## config.mk

```make
export PLATFORM = sky130hd
export DESIGN_NAME = if_stage
export DESIGN_NICKNAME = d
export VERILOG_FILES = /design/src/rtl/if_stage.sv
export SDC_FILE = /design/constraint.sdc
export NUM_CORES = 1
export LEC_CHECK = 0
export ABC_AREA = 1
export BUFFER_PORTS_ARGS = -buffer_cell sky130_fd_sc_hd__buf_2
export CAP_MARGIN = 20
export CORE_MARGIN = 5
export CORE_UTILIZATION = 55
export DETAILED_ROUTE_END_ITERATION = 12
export GPL_TIMING_DRIVEN = 1
export PLACE_DENSITY = 0.79
export SYNTH_ARGS = -nofsm -noshare
export SYNTH_HDL_FRONTEND = slang
export SYNTH_SLANG_ARGS = --single-unit
```

## constraint.sdc

```tcl
create_clock -name clk -period 7.72 [get_ports clk]
set_clock_uncertainty 0.1 [all_clocks]
set_input_delay 1.93 -clock clk [delete_from_list [all_inputs] [get_ports clk]]
set_output_delay 1.93 -clock clk [all_outputs]
set_load 0.05 [all_outputs]
```

## src/rtl/if_stage.sv

```systemverilog
// if_stage: instruction fetch stage of the 16-bit pipeline.
// Owns the PC, issues one word read at a time to instruction memory over a
// req/ack handshake, buffers returned words in a small circular FIFO and
// presents {address, instruction} at the head to decode. A branch redirect
// from decode flushes the FIFO and any in-flight fetch.
//
// Ports:
//   clk, rst              clock, synchronous active-high reset
//   imem_req/imem_addr    read request and word address (stable while req=1)
//   imem_ack/imem_data    response strobe and data, same cycle
//   ifo_valid/addr/instr  FIFO head to decode (addr=0, instr=NOP when empty)
//   ifi_stall             decode cannot take the head this cycle
//   ifi_branch/ifi_new_pc redirect strobe and target
module if_stage #(
  parameter logic [15:0] RESET_PC   = 16'h0000,
  parameter int          FIFO_DEPTH = 2,
  parameter logic [15:0] NOP_INSTR  = 16'h0800
) (
  input  logic        clk,
  input  logic        rst,
  output logic        imem_req,
  output logic [15:0] imem_addr,
  input  logic        imem_ack,
  input  logic [15:0] imem_data,
  output logic        ifo_valid,
  output logic [15:0] ifo_addr,
  output logic [15:0] ifo_instr,
  input  logic        ifi_stall,
  input  logic        ifi_branch,
  input  logic [15:0] ifi_new_pc
);

  localparam int PW = (FIFO_DEPTH > 1) ? $clog2(FIFO_DEPTH) : 1;
  localparam logic [PW-1:0] LAST = PW'(FIFO_DEPTH - 1);

  typedef enum logic [1:0] {FETCH = 2'd0, WAIT = 2'd1, DROP = 2'd2} state_t;

  typedef struct packed {
    logic [15:0] addr;
    logic [15:0] instr;
  } entry_t;

  entry_t [FIFO_DEPTH-1:0] fifo;
  logic [PW-1:0]           head, tail;
  logic [2:0]              count, cnt_next;
  logic [15:0]             pc, drop_addr;
  state_t                  state, state_nxt;
  logic                    push, pop, room;

  assign pop      = ifo_valid & ~ifi_stall;
  assign push     = (state == WAIT) & imem_ack;
  assign cnt_next = count + 3'(push) - 3'(pop);
  // A new request is only launched when its data is guaranteed a slot,
  // which is what makes overflow impossible.
  assign room     = (cnt_next < 3'(FIFO_DEPTH));

  assign imem_req  = (state != FETCH);
  // A dropped request keeps presenting its original address until acked.
  assign imem_addr = (state == DROP) ? drop_addr : pc;
  assign ifo_valid = (count != 3'd0);
  assign ifo_addr  = ifo_valid ? fifo[head].addr  : 16'h0000;
  assign ifo_instr = ifo_valid ? fifo[head].instr : NOP_INSTR;

  always_comb begin
    state_nxt = state;
    case (state)
      FETCH: if (!ifi_branch && room) state_nxt = WAIT;
      WAIT: begin
        if (ifi_branch)    state_nxt = imem_ack ? FETCH : DROP;
        else if (imem_ack) state_nxt = room ? WAIT : FETCH;
      end
      DROP:    if (imem_ack) state_nxt = FETCH;
      default: state_nxt = FETCH;
    endcase
  end

  always_ff @(posedge clk) begin
    if (rst) begin
      state     <= FETCH;
      pc        <= RESET_PC;
      count     <= '0;
      head      <= '0;
      tail      <= '0;
      drop_addr <= '0;
    end else begin
      state <= state_nxt;
      if (ifi_branch) begin
        // Redirect wins over any push/pop this cycle.
        count <= '0;
        head  <= '0;
        tail  <= '0;
        pc    <= ifi_new_pc;
        if (state == WAIT) drop_addr <= pc;
      end else begin
        count <= cnt_next;
        if (pop) head <= (head == LAST) ? '0 : head + 1'b1;
        if (push) begin
          tail <= (tail == LAST) ? '0 : tail + 1'b1;
          pc   <= pc + 16'd1;
        end
      end
    end
  end

  always_ff @(posedge clk) begin
    if (!rst && !ifi_branch && push) fifo[tail] <= '{addr: pc, instr: imem_data};
  end

endmodule

```

== Word level (Yosys, flattened, before mapping) ==
Index checks and enable logic that the tools add are counted.
Operators by class
  order comparisons: 4
  reduce and logical (&&, ||, !) cells: 13
  equality and inequality tests: 5
  mux-type cells: 19
  bitwise operators: 3
  add/subtract/negate cells: 5
Operator list (count)
  32-bit two-way mux: 3
  16-bit two-way mux: 5
  64-bit bitwise mux: 1
  32-bit demux with 1-bit select: 1
  16-bit by 1-bit adder with 16-bit output (second input constant): 1
  2-bit two-way mux: 5
  2-bit one-hot mux with 3 select lines: 1
  1-bit logical AND: 4
  1-bit by 2-bit less-than comparator with 1-bit output (second input constant): 2
  2-bit inequality test (second input constant): 2
  2-bit nonzero test: 2
  3-bit by 1-bit adder with 3-bit output: 1
  3-bit by 2-bit less-than comparator with 1-bit output (second input constant): 1
  1-bit two-way mux: 3
  3-bit inequality test (second input constant): 1
  3-bit AND reduction: 1
  3-bit nonzero test: 1
  3-bit by 1-bit subtractor with 3-bit output: 1
  1-bit adder (second input constant): 2
  1-bit AND: 2
  2-bit by 1-bit equality test with 1-bit output (second input constant): 1
  2-bit equality test (second input constant): 1
  1-bit zero test: 2
  2-bit zero test: 1
  other kinds (4): 4
Storage, ports and cells
  output and inout port bits: 50
  logic and storage cells: 59
  bits in registers: 103

== Longest topological paths before layout ==
  word-level depth: 9
  gate-level depth with buffers: 13

== Least setup slack after synthesis ==
No wires, ideal clock.
  path kind: input-to-reg
  start: input ifi_branch
  end: register fifo[32] (netlist name) (enable)
  buffers on the path: 1
  required time: 7.159 ns
  slack: 2.514 ns
  arrival: 4.645 ns
  cell stages on the path: 4
  cells stage by stage: buf_2 -> inv_2 -> nand2_1 -> nor3_1
Between the ends
  longest elaborated chain between the ends: 3
Ends and longest elaborated chain
  start, declared: RTL line 29  | input logic ifi_branch,
  1-bit zero test: RTL line 106  | if (!rst && !ifi_branch && push) fifo[tail] <= '{addr: pc, instr: imem_data};
  1-bit logical AND (2 in a row): RTL line 106
  end signal, assigned by index: RTL line 106
  end, declared: RTL line 43  | entry_t [FIFO_DEPTH-1:0] fifo;
No other way between the ends.
A chain may end at the register's enable or synchronous reset.

== Worst setup path after layout ==
  start: register state[1]
  end: output imem_addr[3]
Between the ends
  longest elaborated chain between the ends: 2
Ends and longest elaborated chain
  start, declared: RTL line 47  | state_t state, state_nxt;
  start signal, assigned: RTL line 86  | state <= state_nxt;
  2-bit equality test: RTL line 59  | assign imem_addr = (state == DROP) ? drop_addr : pc;
  16-bit two-way mux: RTL line 59
  end, declared: RTL line 22  | output logic [15:0] imem_addr,
No other way between the ends.

==> impl_summary.log <==
[metrics] measured slew at the worst slew-check pin: 1.01 ns
[metrics] largest net degree at the start of global routing: 35
[metrics] multiplexer area fraction after synthesis: 0%
[metrics] final hold violations: 0
[metrics] cell count after placement: 725
[metrics] Max clock buf depth: 2
[metrics] fraction of layout cells with a size suffix above 1: 20.3%
[metrics] Startpoint Class: flop
[metrics] Register-to-Register Path Depth: 13
[metrics] Horiz. Die Dim: 102 um
[metrics] input/output buffers: 86
[metrics] number of fill cells: 694
[metrics] area of the core region: 8260 um^2
[metrics] area of the die: 10500 um^2
[metrics] synthesized flop and latch total: 103
[metrics] post-route cell area: 5400 um^2
[metrics] Die H: 102 um
[metrics] highest-count cells in the layout ignoring fill and taps: 194 x sky130_fd_sc_hd__nand2_1, 86 x sky130_fd_sc_hd__buf_2, 78 x sky130_fd_sc_hd__inv_1, 64 x sky130_fd_sc_hd__edfxtp_1, 39 x sky130_fd_sc_hd__dfxtp_1
[metrics] simple logic cell fraction of the synthesized area: 22.2%
[metrics] adder-cell share of the synthesized area: 1.22%
[metrics] synthesis-to-finish area growth: 14.8%
[metrics] average size of a mapped cell: 8.50 um^2
[metrics] max cap viols: 0
[metrics] # H-tree levels: 3
[metrics] shortest clock period the worst path allows after layout: 4.23 ns
[metrics] CTS tree: yes
[metrics] largest fanout of any net on the critical path: 33
[metrics] post-synthesis share of cell area spent on xor and xnor gates: 0.745%
[metrics] max-slew violations: 0
[metrics] maximum clock frequency: 237 MHz
[metrics] layout net count: 673
[metrics] clock-pin slew reported for the worst setup and hold paths after clock tree synthesis: 0.10 ns
[metrics] Req. time, crit path: 5.69 ns
[metrics] CTS buffer count: 9
[metrics] overall global routing resource usage: 19.3%
[metrics] endpoints failing setup: 0
[metrics] detail-routed net length per standard cell: 13.2 um
[metrics] aggregate routed wire length: 9.79 mm
[metrics] Clk Latency, worst-skew pair: 0.36 ns
[metrics] gp weighted congestion: 0.865
[metrics] Avg Vias per Cell: 4.97
[metrics] Cell Rows: 33
[metrics] cell at the root of the clock tree: sky130_fd_sc_hd__clkbuf_8
[metrics] combinational family with the most area after synthesis: simple AND/OR/NAND/NOR gates
[metrics] placed cell area: 5200 um^2
[metrics] minimum setup slack after placement: 3.69 ns
[metrics] max-slew headroom at the worst pin: 32.8%
[metrics] kind of capture point of the worst setup path: primary output
[metrics] critical path type: reg -> out
[metrics] buffers inserted by post-CTS timing repair: 0
[metrics] drt pass-1 iters: 4
[metrics] run status: completed
[metrics] initial antenna violation count: 0
[metrics] PD cells: 208 nW/um^2
[metrics] Num Clock Sinks: 103
[metrics] Static Leakage: 2.54 nW
[metrics] post-CTS sizing: 0
[metrics] crit share post-route: 54.8%
[metrics] Layout Cells excl Fill: 742
[metrics] number of inserted diodes: 0
[metrics] type of the most critical hold path: reg -> reg
[metrics] number of hold buffers added after CTS: 0
[metrics] area of the mapped netlist: 4700 um^2
[metrics] most common cell after layout, fill and taps aside: sky130_fd_sc_hd__nand2_1
[metrics] cell count after synthesis: 553
[metrics] count of antenna-violating nets left after detailed routing: 0
[metrics] gr ovfl total: 0
[metrics] Worst IR Drop VDD: 93.9 uV
[metrics] cell count of the worst hold path: 2
[metrics] count of unique library cells instantiated by Yosys: 32
[metrics] Mapped Nets: 594
[metrics] DR vias: 3691
[metrics] worst path setup slack after routing: 3.49 ns
[metrics] via count of the first global-routing pass: 3419
[metrics] HPWL after DPL: 6.76 mm
[metrics] first-pass GRT wire length: 15.9 mm
[metrics] synthesis warning total: 0
[metrics] sequential share of the synthesized area: 57.5%
[metrics] setup repair after global routing missed its margin: false
[metrics] post-route core utilization: 65.4%
[metrics] number of top-level design ports: 87
[metrics] data arrival time of the critical path: 2.20 ns
[metrics] Iter 0 DRT Violations: 160
[metrics] DRC violation count after routing: 0
[metrics] Compound-Gate Fraction of Synth Area: 9.79%
[metrics] initial core utilization: 57.0%
[metrics] total negative setup slack: 0 ns
-- worst paths after layout --
kind                startpoint      endpoint  slack, ns
setup reg to reg      count[1]      state[0]       5.10
hold / removal    drop_addr[7]  drop_addr[7]       0.35
hold reg to reg   drop_addr[7]  drop_addr[7]       0.35
setup / recovery      state[1]  imem_addr[3]       3.49
-- routing by layer --
layer  part of all wire (%)  GRT usage [%]
met1                     46           26.3
met2                     46           31.7
met3                    6.6           2.73
met4                    1.9           6.76
met5                      0              0
-- per-stage QoR --
step	hold WS (ns)	power (mW)
2_1_floorplan	0.325	0.769
3_3_place_gp	0.335	0.814
3_5_place_dp	0.342	0.818
4_1_cts	0.357	1.12
5_1_grt	0.382	1.17
6_report	0.353	1.12
-- cell usage after synthesis, drive strengths merged --
| cell type | instances | area (um^2) |
|---|---|---|
| a21oi | 31 | 166 |
| nand2 | 201 | 777 |
| a31oi | 4 | 25.0 |
| nor2 | 27 | 138 |
| inv | 81 | 304 |
| buf | 9 | 50.0 |
| nand4 | 2 | 12.5 |
| xnor2 | 1 | 8.76 |
| o21bai | 1 | 7.51 |
| fa | 1 | 20.0 |
| edfxtp | 64 | 1920 |
| dfxtp | 39 | 781 |
| nor3 | 1 | 5.00 |
| o21ai | 50 | 254 |
| xor2 | 3 | 26.3 |
| or2 | 2 | 12.5 |
| clkbuf | 13 | 48.8 |
| nand3 | 19 | 100 |
| a211oi | 1 | 7.51 |
| ha | 3 | 37.5 |
-- flip-flops by register name, indices dropped and copies added, names as in the netlist --
register,flops
count,3
state,2
drop_addr,16
head,1
tail,1
pc,16
fifo,64
-- final cells by class --
class / instances / area (um^2) / area share, %
sequential: 103 / 2700 / 50.0
tap: 105 / 131 / 2.43
multi-input combinational: 347 / 1610 / 29.7
timing repair buffer: 90 / 480 / 8.90
inverter: 81 / 304 / 5.63
clock buffer: 10 / 128 / 2.36
clock inverter: 6 / 50.0 / 0.927
-- cells by family after synthesis --
| family | after synthesis |
|---|---|
| flip-flops | 103 |
| adder cells (fa/ha/maj) | 4 |
| AO/OA/AOI/OAI | 87 |
| XOR/XNOR | 4 |
| buffers and inverters | 103 |
| AND/OR/NAND/NOR | 252 |
-- critical path, stage by stage, from the launching register on --
cell and delay, ns:
sky130_fd_sc_hd__dfxtp_1 0.43, sky130_fd_sc_hd__nand2_1 0.59, sky130_fd_sc_hd__o21ai_0 0.48, sky130_fd_sc_hd__buf_2 0.33
-- where the power goes --
group / internal [mW] / switching [mW]
logic: 0.0504 / 0.142
registers: 0.601 / 0.0155
clock network: 0.122 / 0.190
No activity file was read; power rests on OpenSTA's default activity.
